**src/rtl/snax_reqrsp_to_tcdm_bank.sv**
```systemverilog
// Bridges a reqrsp request/response port onto a single TCDM bank with fixed
// one-cycle read latency; read credits bound the outstanding reads to the response FIFO depth.
module snax_reqrsp_to_tcdm_bank #(
  parameter int unsigned AddrWidth = 48,
  parameter int unsigned DataWidth = 64,
  parameter int unsigned RspDepth  = 4,
  localparam int unsigned StrbWidth = DataWidth / 8
) (
  input  logic                 clk_i,
  input  logic                 rst_ni,
  input  logic                 q_valid_i,
  output logic                 q_ready_o,
  input  logic                 q_write_i,
  input  logic [AddrWidth-1:0] q_addr_i,
  input  logic [DataWidth-1:0] q_data_i,
  input  logic [StrbWidth-1:0] q_strb_i,
  output logic                 p_valid_o,
  input  logic                 p_ready_i,
  output logic [DataWidth-1:0] p_data_o,
  output logic                 mem_req_o,
  input  logic                 mem_gnt_i,
  output logic                 mem_we_o,
  output logic [AddrWidth-1:0] mem_addr_o,
  output logic [DataWidth-1:0] mem_wdata_o,
  output logic [StrbWidth-1:0] mem_be_o,
  input  logic [DataWidth-1:0] mem_rdata_i
);

  localparam int unsigned CntW = $clog2(RspDepth + 1);
  localparam int unsigned PtrW = (RspDepth > 1) ? $clog2(RspDepth) : 1;

  logic [CntW-1:0]      cnt_q, cnt_d;
  logic [CntW-1:0]      occ_q, occ_d;
  logic [PtrW-1:0]      wr_ptr_q, wr_ptr_d;
  logic [PtrW-1:0]      rd_ptr_q, rd_ptr_d;
  logic                 rd_pend_q;
  logic [DataWidth-1:0] fifo_q [RspDepth];

  logic credit_ok, rd_grant, fifo_empty, p_pop, fifo_pop, fifo_push;

  function automatic logic [PtrW-1:0] ptr_inc(input logic [PtrW-1:0] ptr);
    return (ptr == PtrW'(RspDepth - 1)) ? '0 : ptr + PtrW'(1);
  endfunction

  // Writes bypass the credit check; reads need a free response slot.
  assign credit_ok   = cnt_q < CntW'(RspDepth);
  assign mem_req_o   = q_valid_i & (q_write_i | credit_ok);
  assign q_ready_o   = mem_req_o & mem_gnt_i;
  assign rd_grant    = q_ready_o & ~q_write_i;

  assign mem_we_o    = q_write_i;
  assign mem_addr_o  = q_addr_i;
  assign mem_wdata_o = q_data_i;
  assign mem_be_o    = q_strb_i;

  // Fall-through: an empty FIFO presents the bank data directly.
  assign fifo_empty  = (occ_q == '0);
  assign p_valid_o   = ~fifo_empty | rd_pend_q;
  assign p_data_o    = fifo_empty ? mem_rdata_i : fifo_q[rd_ptr_q];
  assign p_pop       = p_valid_o & p_ready_i;
  assign fifo_pop    = ~fifo_empty & p_ready_i;
  assign fifo_push   = rd_pend_q & ~(fifo_empty & p_ready_i);

  always_comb begin
    cnt_d    = cnt_q;
    occ_d    = occ_q;
    wr_ptr_d = wr_ptr_q;
    rd_ptr_d = rd_ptr_q;
    case ({rd_grant, p_pop})
      2'b10:   cnt_d = cnt_q + CntW'(1);
      2'b01:   cnt_d = cnt_q - CntW'(1);
      default: cnt_d = cnt_q;
    endcase
    case ({fifo_push, fifo_pop})
      2'b10:   occ_d = occ_q + CntW'(1);
      2'b01:   occ_d = occ_q - CntW'(1);
      default: occ_d = occ_q;
    endcase
    if (fifo_push) wr_ptr_d = ptr_inc(wr_ptr_q);
    if (fifo_pop)  rd_ptr_d = ptr_inc(rd_ptr_q);
  end

  always_ff @(posedge clk_i or negedge rst_ni) begin
    if (!rst_ni) begin
      cnt_q     <= '0;
      occ_q     <= '0;
      wr_ptr_q  <= '0;
      rd_ptr_q  <= '0;
      rd_pend_q <= 1'b0;
    end else begin
      cnt_q     <= cnt_d;
      occ_q     <= occ_d;
      wr_ptr_q  <= wr_ptr_d;
      rd_ptr_q  <= rd_ptr_d;
      rd_pend_q <= rd_grant;
    end
  end

  // Storage needs no reset; occupancy alone defines validity.
  always_ff @(posedge clk_i) begin
    if (fifo_push) fifo_q[wr_ptr_q] <= mem_rdata_i;
  end

  a_cnt_underflow: assert property (@(posedge clk_i) disable iff (!rst_ni)
    !(p_pop && cnt_q == '0));
  a_fifo_overflow: assert property (@(posedge clk_i) disable iff (!rst_ni)
    !(fifo_push && !fifo_pop && occ_q == CntW'(RspDepth)));

endmodule

```
**config.mk**
```make
export PLATFORM = sky130hd
export DESIGN_NAME = snax_reqrsp_to_tcdm_bank
export DESIGN_NICKNAME = d
export VERILOG_FILES = /design/src/rtl/snax_reqrsp_to_tcdm_bank.sv
export SDC_FILE = /design/constraint.sdc
export NUM_CORES = 1
export LEC_CHECK = 0
export CORE_MARGIN = 1.5
export CORE_UTILIZATION = 35
export CTS_CLUSTER_DIAMETER = 80
export DETAILED_ROUTE_END_ITERATION = 10
export GPL_ROUTABILITY_DRIVEN = 0
export PLACE_DENSITY_LB_ADDON = 0.08
export SYNTH_ARGS = -nofsm -noshare
export SYNTH_HDL_FRONTEND = slang
export SYNTH_SLANG_ARGS = --single-unit
```
**constraint.sdc**
```tcl
create_clock -name clk_i -period 2.9 [get_ports clk_i]
set_clock_uncertainty 0.1 [all_clocks]
set_input_delay 0.58 -clock clk_i [delete_from_list [all_inputs] [get_ports clk_i]]
set_output_delay 0.58 -clock clk_i [all_outputs]
set_load 0.05 [all_outputs]
```
==> impl_results.rst <==
.. list-table::
   :header-rows: 1

   * - Metric
     - Value
   * - Status
     - finished clean
   * - Post-synthesis sequential area ratio
     - around 69%
   * - Worst min-delay path class
     - in2async
   * - Worst-path clk slew
     - 0.06 ns
   * - Post-Synthesis Cell Area
     - between 0.01 and 0.015 mm²
   * - Average detailed-routed wire length per instance
     - between 20 and 30 µm
   * - Die Span Y
     - 185 µm
   * - Starting density of the core
     - roughly 36%
   * - Number of standard-cell rows in the floorplan
     - 66
   * - Number of antenna-violating nets in the routed design
     - 0
   * - Floorplan die width
     - around 180 µm
   * - Final count of negative-setup-slack endpoints
     - 0
   * - Routed via count
     - roughly 6000
   * - TritonCTS clock tree
     - yes
   * - Unrepaired setup endpoints after global routing
     - true
   * - Aggregate global-route resource usage
     - 19.1%
   * - Post-synth top area share
     - between 60 and 70%
   * - Vias in the first global route
     - 6344
   * - Core region area
     - 0.0325 mm²
   * - Final min period
     - between 2 and 3 ns
   * - Number of levels in the clock H-tree
     - 1
   * - Commonest cells after routing, fill and taps aside
     - sky130_fd_sc_hd__edfxtp_1 (256), sky130_fd_sc_hd__nand2_1 (173), sky130_fd_sc_hd__clkdlybuf4s50_1 (69), sky130_fd_sc_hd__mux4_2 (64), sky130_fd_sc_hd__buf_4 (48)
   * - Area of placed instances
     - around 0.013 mm²
   * - Top cells by area, synth
     - sky130_fd_sc_hd__edfxtp_1 (66%), sky130_fd_sc_hd__mux4_2 (12%), sky130_fd_sc_hd__buf_4 (8.0%)
   * - Post-DR vias/cell
     - around 4.8
   * - Warning count from the yosys run
     - 0
   * - Number of nets in the finished design
     - between 900 and 1000
   * - Number of max-cap violations
     - 0
   * - Total non-filler cell area in the finished layout
     - between 0.01 and 0.015 mm²
   * - Most common cell after layout, fill and taps aside
     - sky130_fd_sc_hd__edfxtp_1
   * - Relative max-transition margin
     - a little under two thirds
   * - Power after layout
     - between 15 and 20 mW
   * - Fraction of layout instances using a drive strength above 1
     - a little over 30%
   * - Boundary pin count
     - ~380
   * - Antenna violations before repair
     - 1
   * - Maximum resistive drop on vdd
     - around 0.47 mV
   * - Fill cell count
     - ~3000
   * - Synthesis-stage register bit count
     - 267
   * - Cell count after synthesis
     - approximately 720
   * - TritonCTS Sinks
     - between 200 and 300
   * - Clock latency reported for the late side of the worst-skew pair
     - ~0.54 ns
   * - Max Root-Sink Buffers
     - 3
   * - Required arrival time at the worst endpoint
     - 2.22 ns
   * - Summed negative setup slack over all endpoints
     - 0 ns
   * - Critical path fanouts, max
     - 7
   * - Clock root buffer
     - sky130_fd_sc_hd__clkbuf_16
   * - Number of CTS-inserted buffers
     - 30
   * - Fmax achieved
     - 351 MHz
   * - Count of pins over their slew limit
     - 0
   * - Average instance area after synthesis
     - around 16 µm²
   * - Drc violations
     - 0
   * - Largest net degree at the start of global routing
     - 53
   * - Remaining global-route overflow
     - 0
   * - Critical Path AT
     - about 2.2 ns
   * - First-pass GRT wire length
     - about 46000 µm
   * - Reported leakage power
     - ~5.0 nW
   * - Number of different library cells in the post-synthesis netlist
     - 22
   * - Startpoint types
     - register
   * - Final period utilization
     - around 98%
   * - DRC violation total after the first TritonRoute iteration
     - between 300 and 400
   * - Post-Syn Nets
     - between 900 and 1000
   * - Type of destination of the critical path
     - output pin
   * - Synth area leader
     - sky130_fd_sc_hd__edfxtp_1
   * - Routed Wire Length
     - approximately 34000 µm
   * - Worst Reg2Reg Path Length in Cells
     - 10
   * - Number of iterations in the first detailed-routing pass
     - 4
   * - Growth of design area from synthesis to finish
     - 21.5%
   * - Utilization after layout
     - roughly 43%
   * - Slew at the pin closest to its max-slew limit
     - 0.540 ns
   * - Port Buf Inserts
     - 137
   * - Total die area
     - ~0.034 mm²
   * - Crit Path Class
     - reg2out
   * - Placed wire-length estimate
     - approximately 24000 µm
   * - Pwr Density
     - ~1100 mW/mm²
   * - Final hold violation count
     - 0
==> cell usage after synthesis <==
cell type and count:
sky130_fd_sc_hd__edfxtp_1 256, sky130_fd_sc_hd__nand2_1 193, sky130_fd_sc_hd__buf_4 123, sky130_fd_sc_hd__mux4_2 64, sky130_fd_sc_hd__buf_2 16, sky130_fd_sc_hd__dfrtp_1 11
sky130_fd_sc_hd__inv_1 10, sky130_fd_sc_hd__and2_1 8, sky130_fd_sc_hd__ha_1 7, sky130_fd_sc_hd__buf_6 5, sky130_fd_sc_hd__clkbuf_1 5, sky130_fd_sc_hd__mux2_2 4
sky130_fd_sc_hd__nor2_1 4, sky130_fd_sc_hd__xor2_1 4, sky130_fd_sc_hd__fa_1 2, sky130_fd_sc_hd__mux2i_1 2, sky130_fd_sc_hd__nand2b_1 2, sky130_fd_sc_hd__xnor2_1 2
sky130_fd_sc_hd__a21boi_1 1, sky130_fd_sc_hd__and3_1 1, sky130_fd_sc_hd__nor3_1 1, sky130_fd_sc_hd__or3_1 1
==> layer usage <==
layer / share of wire (%) / vias to the layer above / routed length, µm / track usage (%)
li1: - / 2636 / - / -
met1: 32 / 3094 / 10800 / 18.9
met2: 52 / 274 / 17500 / 34.0
met3: 14 / 47 / 4790 / 10.9
met4: 2.0 / 0 / 687 / 5.40
met5: 0 / - / 0 / 0
==> critical path, cell delays in order, from the launching register on <==
cell                        delay (ns)
sky130_fd_sc_hd__dfrtp_4          0.47
sky130_fd_sc_hd__buf_8            0.15
sky130_fd_sc_hd__clkbuf_16        0.17
sky130_fd_sc_hd__mux4_2           0.49
sky130_fd_sc_hd__nand2_1          0.10
sky130_fd_sc_hd__nand2_1          0.06
sky130_fd_sc_hd__buf_4            0.18
==> sequential cells by signal, summed over array words and instances, names as in the netlist <==
register,count
fifo_q,256
cnt_q,3
occ_q,3
rd_ptr_q,2
wr_ptr_q,2
rd_pend_q,1
==> path summary, 6_finish.rpt <==
check	startpoint	to	slack, ns
hold / removal	rst_ni	wr_ptr_q[0]$_DFFE_PN0P_	0.29
min in group clk_i	cnt_q[0]$_DFFE_PN0P_	cnt_q[0]$_DFFE_PN0P_	0.37
max in group asynchronous	rst_ni	rd_ptr_q[0]$_DFFE_PN0P_	2.01
setup / recovery	rd_ptr_q[0]$_DFFE_PN0P_	p_data_o[31]	0.05
hold reg to reg	cnt_q[0]$_DFFE_PN0P_	cnt_q[0]$_DFFE_PN0P_	0.37
setup reg to reg	occ_q[2]$_DFFE_PN0P_	occ_q[2]$_DFFE_PN0P_	0.60
==> where the power goes <==
group | internal, mW | switching, mW
Sequential | 4.49 | 0.178
Combinational | 2.90 | 4.57
Clock | 2.11 | 1.48
Total | 9.51 | 6.23
==> cell families (layout without fill, tap and decap cells) <==
kind of cell | after synthesis | count (layout) | synth area share, %
flops | 267 | 267 | 68.7
simple gates | 210 | 210 | 7.07
buf+inv | 159 | 244 | 9.63
mux | 70 | 70 | 13.0
fa+ha+maj | 9 | 9 | 1.10
xor+xnor | 6 | 6 | 0.453
compound gates | 1 | 1 | 0.0648
other cells | 0 | 1 | 0
==> final cells by class <==
class | instances | area [µm²] | share of cell area (%)
Antenna cell | 1 | 2.50 | 0.0178
Clock buffer | 33 | 783 | 5.56
Clock inverter | 23 | 161 | 1.15
Inverter | 10 | 37.5 | 0.266
Multi-Input combinational cell | 296 | 2590 | 18.4
Sequential cell | 267 | 7970 | 56.6
Tap cell | 442 | 553 | 3.93
Timing Repair Buffer | 178 | 1990 | 14.1
==> metrics by stage <==
step | hold slack [ns] | instances | setup slack [ns]
3_5_place_dp | 0.367 | 1183 | 0.136
6_report | 0.289 | 1250 | 0.0511
3_3_place_gp | 0.369 | 1183 | 0.228
4_1_cts | 0.287 | 1242 | -0.00628
5_1_grt | 0.332 | 1250 | -0.0259
2_1_floorplan | 0.184 | 722 | 0.543
==> what timing repair did <==
item                                   4_1_cts  5_1_grt
cloned                                       0        3
hold buffers                                 0        0
setup buffers                                3        4
setup endpoints to repair                   65       47
gates resized for setup                     23       38
pin swaps                                    1        4
endpoints found under the hold margin        0        0
(Power assumes the default switching activity.)
==> RTL change 1 (config.mk and constraints unchanged) <==
Set the parameter `AddrWidth` to 52 (it was 48).
--- a/src/rtl/snax_reqrsp_to_tcdm_bank.sv
+++ b/src/rtl/snax_reqrsp_to_tcdm_bank.sv
@@ -1,7 +1,7 @@
 // Bridges a reqrsp request/response port onto a single TCDM bank with fixed
 // one-cycle read latency; read credits bound the outstanding reads to the response FIFO depth.
 module snax_reqrsp_to_tcdm_bank #(
-  parameter int unsigned AddrWidth = 48,
+  parameter int unsigned AddrWidth = 52,
   parameter int unsigned DataWidth = 64,
   parameter int unsigned RspDepth  = 4,
   localparam int unsigned StrbWidth = DataWidth / 8
Interface: changed (resized mem_addr_o and q_addr_i); port bits go from 378 to 386. No check against the original RTL was run, so the function may have changed too.
==> RTL change 1 against the original RTL <==
First-iteration DRC count up 8.0%; worst setup slack worse by 0.0035 ns; final area up 0.97%; area after synthesis rose by 0.26%; combinational power is 3.1% higher; synthesized cell count up 0.55%; power rose by 2.5%; final cell count fell by 0.48%; non-clock buffer count shrank 2; wire length is 1.6% higher; critical path depth stayed put; sequential share of layout area is 0.54 points lower; sequential cell count is the same; critical path type unchanged; critical endpoint is now p_data_o[19]; largest cell class unchanged; largest power group unchanged.
==> RTL change 1: results (changes against the original RTL) <==
- Iteration-0 DRC Markers: 403, +8.0%
- global-route usage over all layers: 18.8%, -0.33 points
- filler instances: 2918, -1.2%
- leakage power total: 5.06 nW, +0.76%
- NumNets Final: 983, +0.10%
- status: finished clean
- CTS Buf Count: 29, -3.3%
- final routed wire length divided by cell count: 27.6 microns, +2.1%
- Synth Area in Compound Gates: 0.0646%, -0.00017 points
- Post-Syn Instances: 726, +0.55%
- number of inserted diodes: 0, -1
- largest net degree at the start of global routing: 54, +1.9%
- multiplexer area fraction after synthesis: 13.0%, -0.034 points
- total iterations of the first detailed-routing run: 6, +2
- final critical-path share of the clock period: 98.4%, +0.12 points
- critical path fanouts, max: 8, +1
- internal reg-to-reg setup slack: 0.42 ns, -0.18 ns
- crit path to: p_data_o[19]
- standard cell area after detailed placement: 0.0127 sq mm, -0.55%
- length in cells of the worst reg-to-reg path: 7, -3
- Post-Syn Nets: 929, +0.87%
- via count of the first global-routing pass: 6230, -1.8%
- end of the worst register-to-register path: occ_q[1]$_DFFE_PN0P_
- fraction of final layout cells with drive strength greater than 1: 32.9%, +2.1 points
- Detailed Place HPWL: 23400 microns, -2.4%
- Power per Cell Area: 1130 mW/mm^2, +1.5%
- Adder-Cell Fraction of Synth Area: 1.10%, -0.0028 points
- net switching power figure: 0.00629 W, +0.96%
- most frequent cells after synthesis: edfxtp_1 (256), nand2_1 (193), buf_4 (127)
- DP Worst Slack: 0.151 ns, +0.0147 ns
## RTL change 1: cell count changes after synthesis
cell,change
buf_4,+4
## RTL change 1: repair_timing
item	CTS	global route
gates cloned	0	8
pin swaps	0	16
setup buffers	3	3
resized for setup	2	92
endpoints found under the setup margin	61	64
endpoints found under the hold margin	0	0
## RTL change 1: cell type report
class / instances / area share, %
tap: 442 / 3.89
sequential: 267 / 56.0
inverter: 10 / 0.264
clock buffer: 33 / 5.21
multi-input combinational: 296 / 18.5
timing repair buffer: 176 / 14.4
clock inverter: 20 / 1.75
## RTL change 1: layer usage
| layer | up-vias | GRT usage [%] | wire length, microns |
|---|---|---|---|
| li1 | 2628 | - | - |
| met1 | 3025 | 20.1 | 11500 |
| met2 | 309 | 30.5 | 16500 |
| met3 | 42 | 12.7 | 5490 |
| met4 | 2 | 3.90 | 641 |
| met5 | - | 2.52 | 109 |
==> RTL change 2 (same settings) <==
Without the edit above. Reset style: synchronous (`rst_ni`), changed in one clocked block.
--- a/src/rtl/snax_reqrsp_to_tcdm_bank.sv
+++ b/src/rtl/snax_reqrsp_to_tcdm_bank.sv
@@ -80,7 +80,7 @@
     if (fifo_pop)  rd_ptr_d = ptr_inc(rd_ptr_q);
   end
 
-  always_ff @(posedge clk_i or negedge rst_ni) begin
+  always_ff @(posedge clk_i) begin
     if (!rst_ni) begin
       cnt_q     <= '0;
       occ_q     <= '0;
Formal check against the unedited RTL: differs if rst_ni is asserted again (counterexample within 4 cycles, from zero or initial values and one cycle with rst_ni low); with rst_ni held inactive, the same outputs for 4 cycles.
==> RTL change 2 against the original RTL <==
Critical path depth decreased by 1; sequential share of layout area decreased by 1.0 points; area after synthesis increased by 2.9%; fmax decreased by 1.2%; final area increased by 1.7%; sequential cell count increased by 2; via count decreased by 9.3%; wire length decreased by 28%; first-iteration DRC count decreased by 33%; worst setup slack got worse by 0.035 ns; critical path type unchanged.
Power is not compared: it rests on default switching activity, and its combinational part moved more than twofold at a synthesized area within 25%.
==> RTL change 2: results (changes against the original RTL) <==
- internal reg-to-reg setup slack: 0.43 ns, -0.17 ns
- largest stage delay on the critical path: 0.51 ns, +0.02 ns
- clock network latency to the later pin of the worst-skew pair: 0.54 ns, about the same
- number of inserted diodes: 0, -1
- EDFF count, synth: 256, unchanged
- CTS clock-pin slew for the worst setup and hold paths: 0.06 ns, about the same
- Detailed Place HPWL: 14900 microns, -38%
- CTS Buf Count: 30, unchanged
- Post-Syn Nets: 803, -13%
- total iterations of the first detailed-routing run: 4, unchanged
- status: finished clean
- most area-consuming cells after synthesis: edfxtp_1 (64%), mux4_2 (11%), buf_4 (7.6%), mux2_4 (7.5%), dfxtp_1 (2.2%)
- Cell Int Power: 0.00677 W
- tightest slew margin relative to the limit: 62.2%, -1.7 points
- Post-synth ARST share: 0%, -4.1 points
- NumNets Final: 865, -12%
- Synth cell types: 31, +41%
- post-synthesis sequential area ratio: 66.6%, -2.1 points
- most frequent cells after synthesis: edfxtp_1 (256), buf_4 (121), mux2_4 (60), mux4_2 (60), dfxtp_1 (13)
- cell at the root of the clock tree: clkbuf_16
- Largest regs: fifo_q (256), cnt_q (3), occ_q (3)
- Max VDD drop: 0.408 mV
- leakage power total: 4.75 nW
- total detailed-routing wirelength: 24200 microns, -28%
- largest net degree at the start of global routing: 40, -25%
- standard cell area after detailed placement: 0.0130 sq mm, +1.5%
- CP max-delay cell: mux4_2
- min-delay worst type: flop to flop
- critical path fanouts, max: 8, +1
- maximum buffer depth of the clock tree: 3, unchanged
- number of input and output port buffers inserted: 137, unchanged
- number of antenna violations at the first check in global routing: 2, +1
- element type at the critical path start: flop
- Synthesis Warnings: 0, unchanged
- Iteration-0 DRC Markers: 251, -33%
- detailed-route via count: 5489, -9.3%
- global-route usage over all layers: 13.7%, -5.4 points
- dominant register cell in the synthesized netlist: edfxtp_1
- source of the worst hold timing path: cnt_q[1]$_SDFFE_PN0P_
- arrival time at the worst endpoint: 2.20 ns, +0.03 ns
- wire length of the first global-routing pass: 36800 microns, -20%
- via count of the first global-routing pass: 6187, -2.5%
- worst r2r src: occ_q[2]$_SDFFE_PN0P_
- fraction of final layout cells with drive strength greater than 1: 41.3%, +10 points
- number of levels in the clock H-tree: 1, unchanged
## RTL change 2: cell types whose count changed in the layout (fill, tap and decap cells not counted), sizes merged, moves of 4 or more
cell and delta:
and2 -5, a21oi +5, buf -4, mux2 +60, nor2 +6, dfxtp +13, nand2 -190, dfrtp -11
## RTL change 2: power by group through the flow
| stage | logic, W | registers [W] | clock network, W |
|---|---|---|---|
| 4_1_cts | 0.00114 | 0.00428 | 0.00354 |
| 2_1_floorplan | 0.00116 | 0.00436 | 0 |
| 3_3_place_gp | 0.00103 | 0.00436 | 0 |
| 5_1_grt | 0.00120 | 0.00428 | 0.00368 |
| 6_report | 0.00114 | 0.00428 | 0.00343 |
| 3_5_place_dp | 0.00104 | 0.00436 | 0 |
## RTL change 2: what timing repair did
| item | CTS | global route |
|---|---|---|
| cloned | 2 | 2 |
| hold endpoints to repair | 0 | 0 |
| gates resized for setup | 64 | 18 |
| setup buffers | 6 | 1 |
| endpoints found under the setup margin | 63 | 63 |
## RTL change 2: final cells by class
type / count / area, sq um
sequential: 269 / 7960
inverter: 12 / 45.0
clock inverter: 17 / 118
multi-input combinational: 181 / 2810
timing repair buffer: 172 / 2050
fill: 2979 / 19200
clock buffer: 37 / 777
tap: 448 / 561
## RTL change 2: worst paths after layout
kind | to | cells after the start
worst min register to register | cnt_q[1]$_SDFFE_PN0P_ | 2
worst min-delay path | cnt_q[1]$_SDFFE_PN0P_ | 2
worst max-delay path | p_data_o[56] | 5
worst max register to register | occ_q[2]$_SDFFE_PN0P_ | 9
## RTL change 2: worst max-delay path: cells and delay by family, from the launching register on
family | cells | cell delay (ns)
buffers and inverters | 3 | 0.47
flip-flops | 1 | 0.37
multiplexers | 2 | 0.80
## RTL change 2: routing by layer
metal	global-route usage [%]	vias up	routed length, microns	share of wire (%)
met3	4.62	57	1900	7.9
li1	-	2376	-	-
met5	0	-	13	0.054
met2	21.9	237	11100	46
met4	3.97	2	533	2.2
met1	17.8	2817	10600	44
## RTL change 2: cell families (layout without fill, tap and decap cells)
family                   Yosys count  after routing  synth area share (%)
adder cells (fa/ha/maj)            9              9                  1.07
AND/OR/NAND/NOR                   28             28                  1.27
buffers and inverters            154            238                  9.98
multiplexers                     130            130                  20.3
XOR/XNOR                           4              4                 0.294
AO/OA/AOI/OAI                     10             10                 0.482
flip-flops                       269            269                  66.6
## RTL change 2: stage by stage
stage                     setup WS (ns)  power [W]  cells  setup TNS, ns  hold slack, ns
after floorplan                  0.0248    0.00552    604              0           0.359
after global placement           -0.160    0.00539   1072         -0.160           0.367
after detailed placement         -0.212    0.00541   1072         -0.212           0.390
after CTS                       -0.0600    0.00896   1134         -0.824           0.400
after global routing            -0.0775    0.00916   1136          -2.18           0.420
final                            0.0161    0.00884   1136              0           0.400
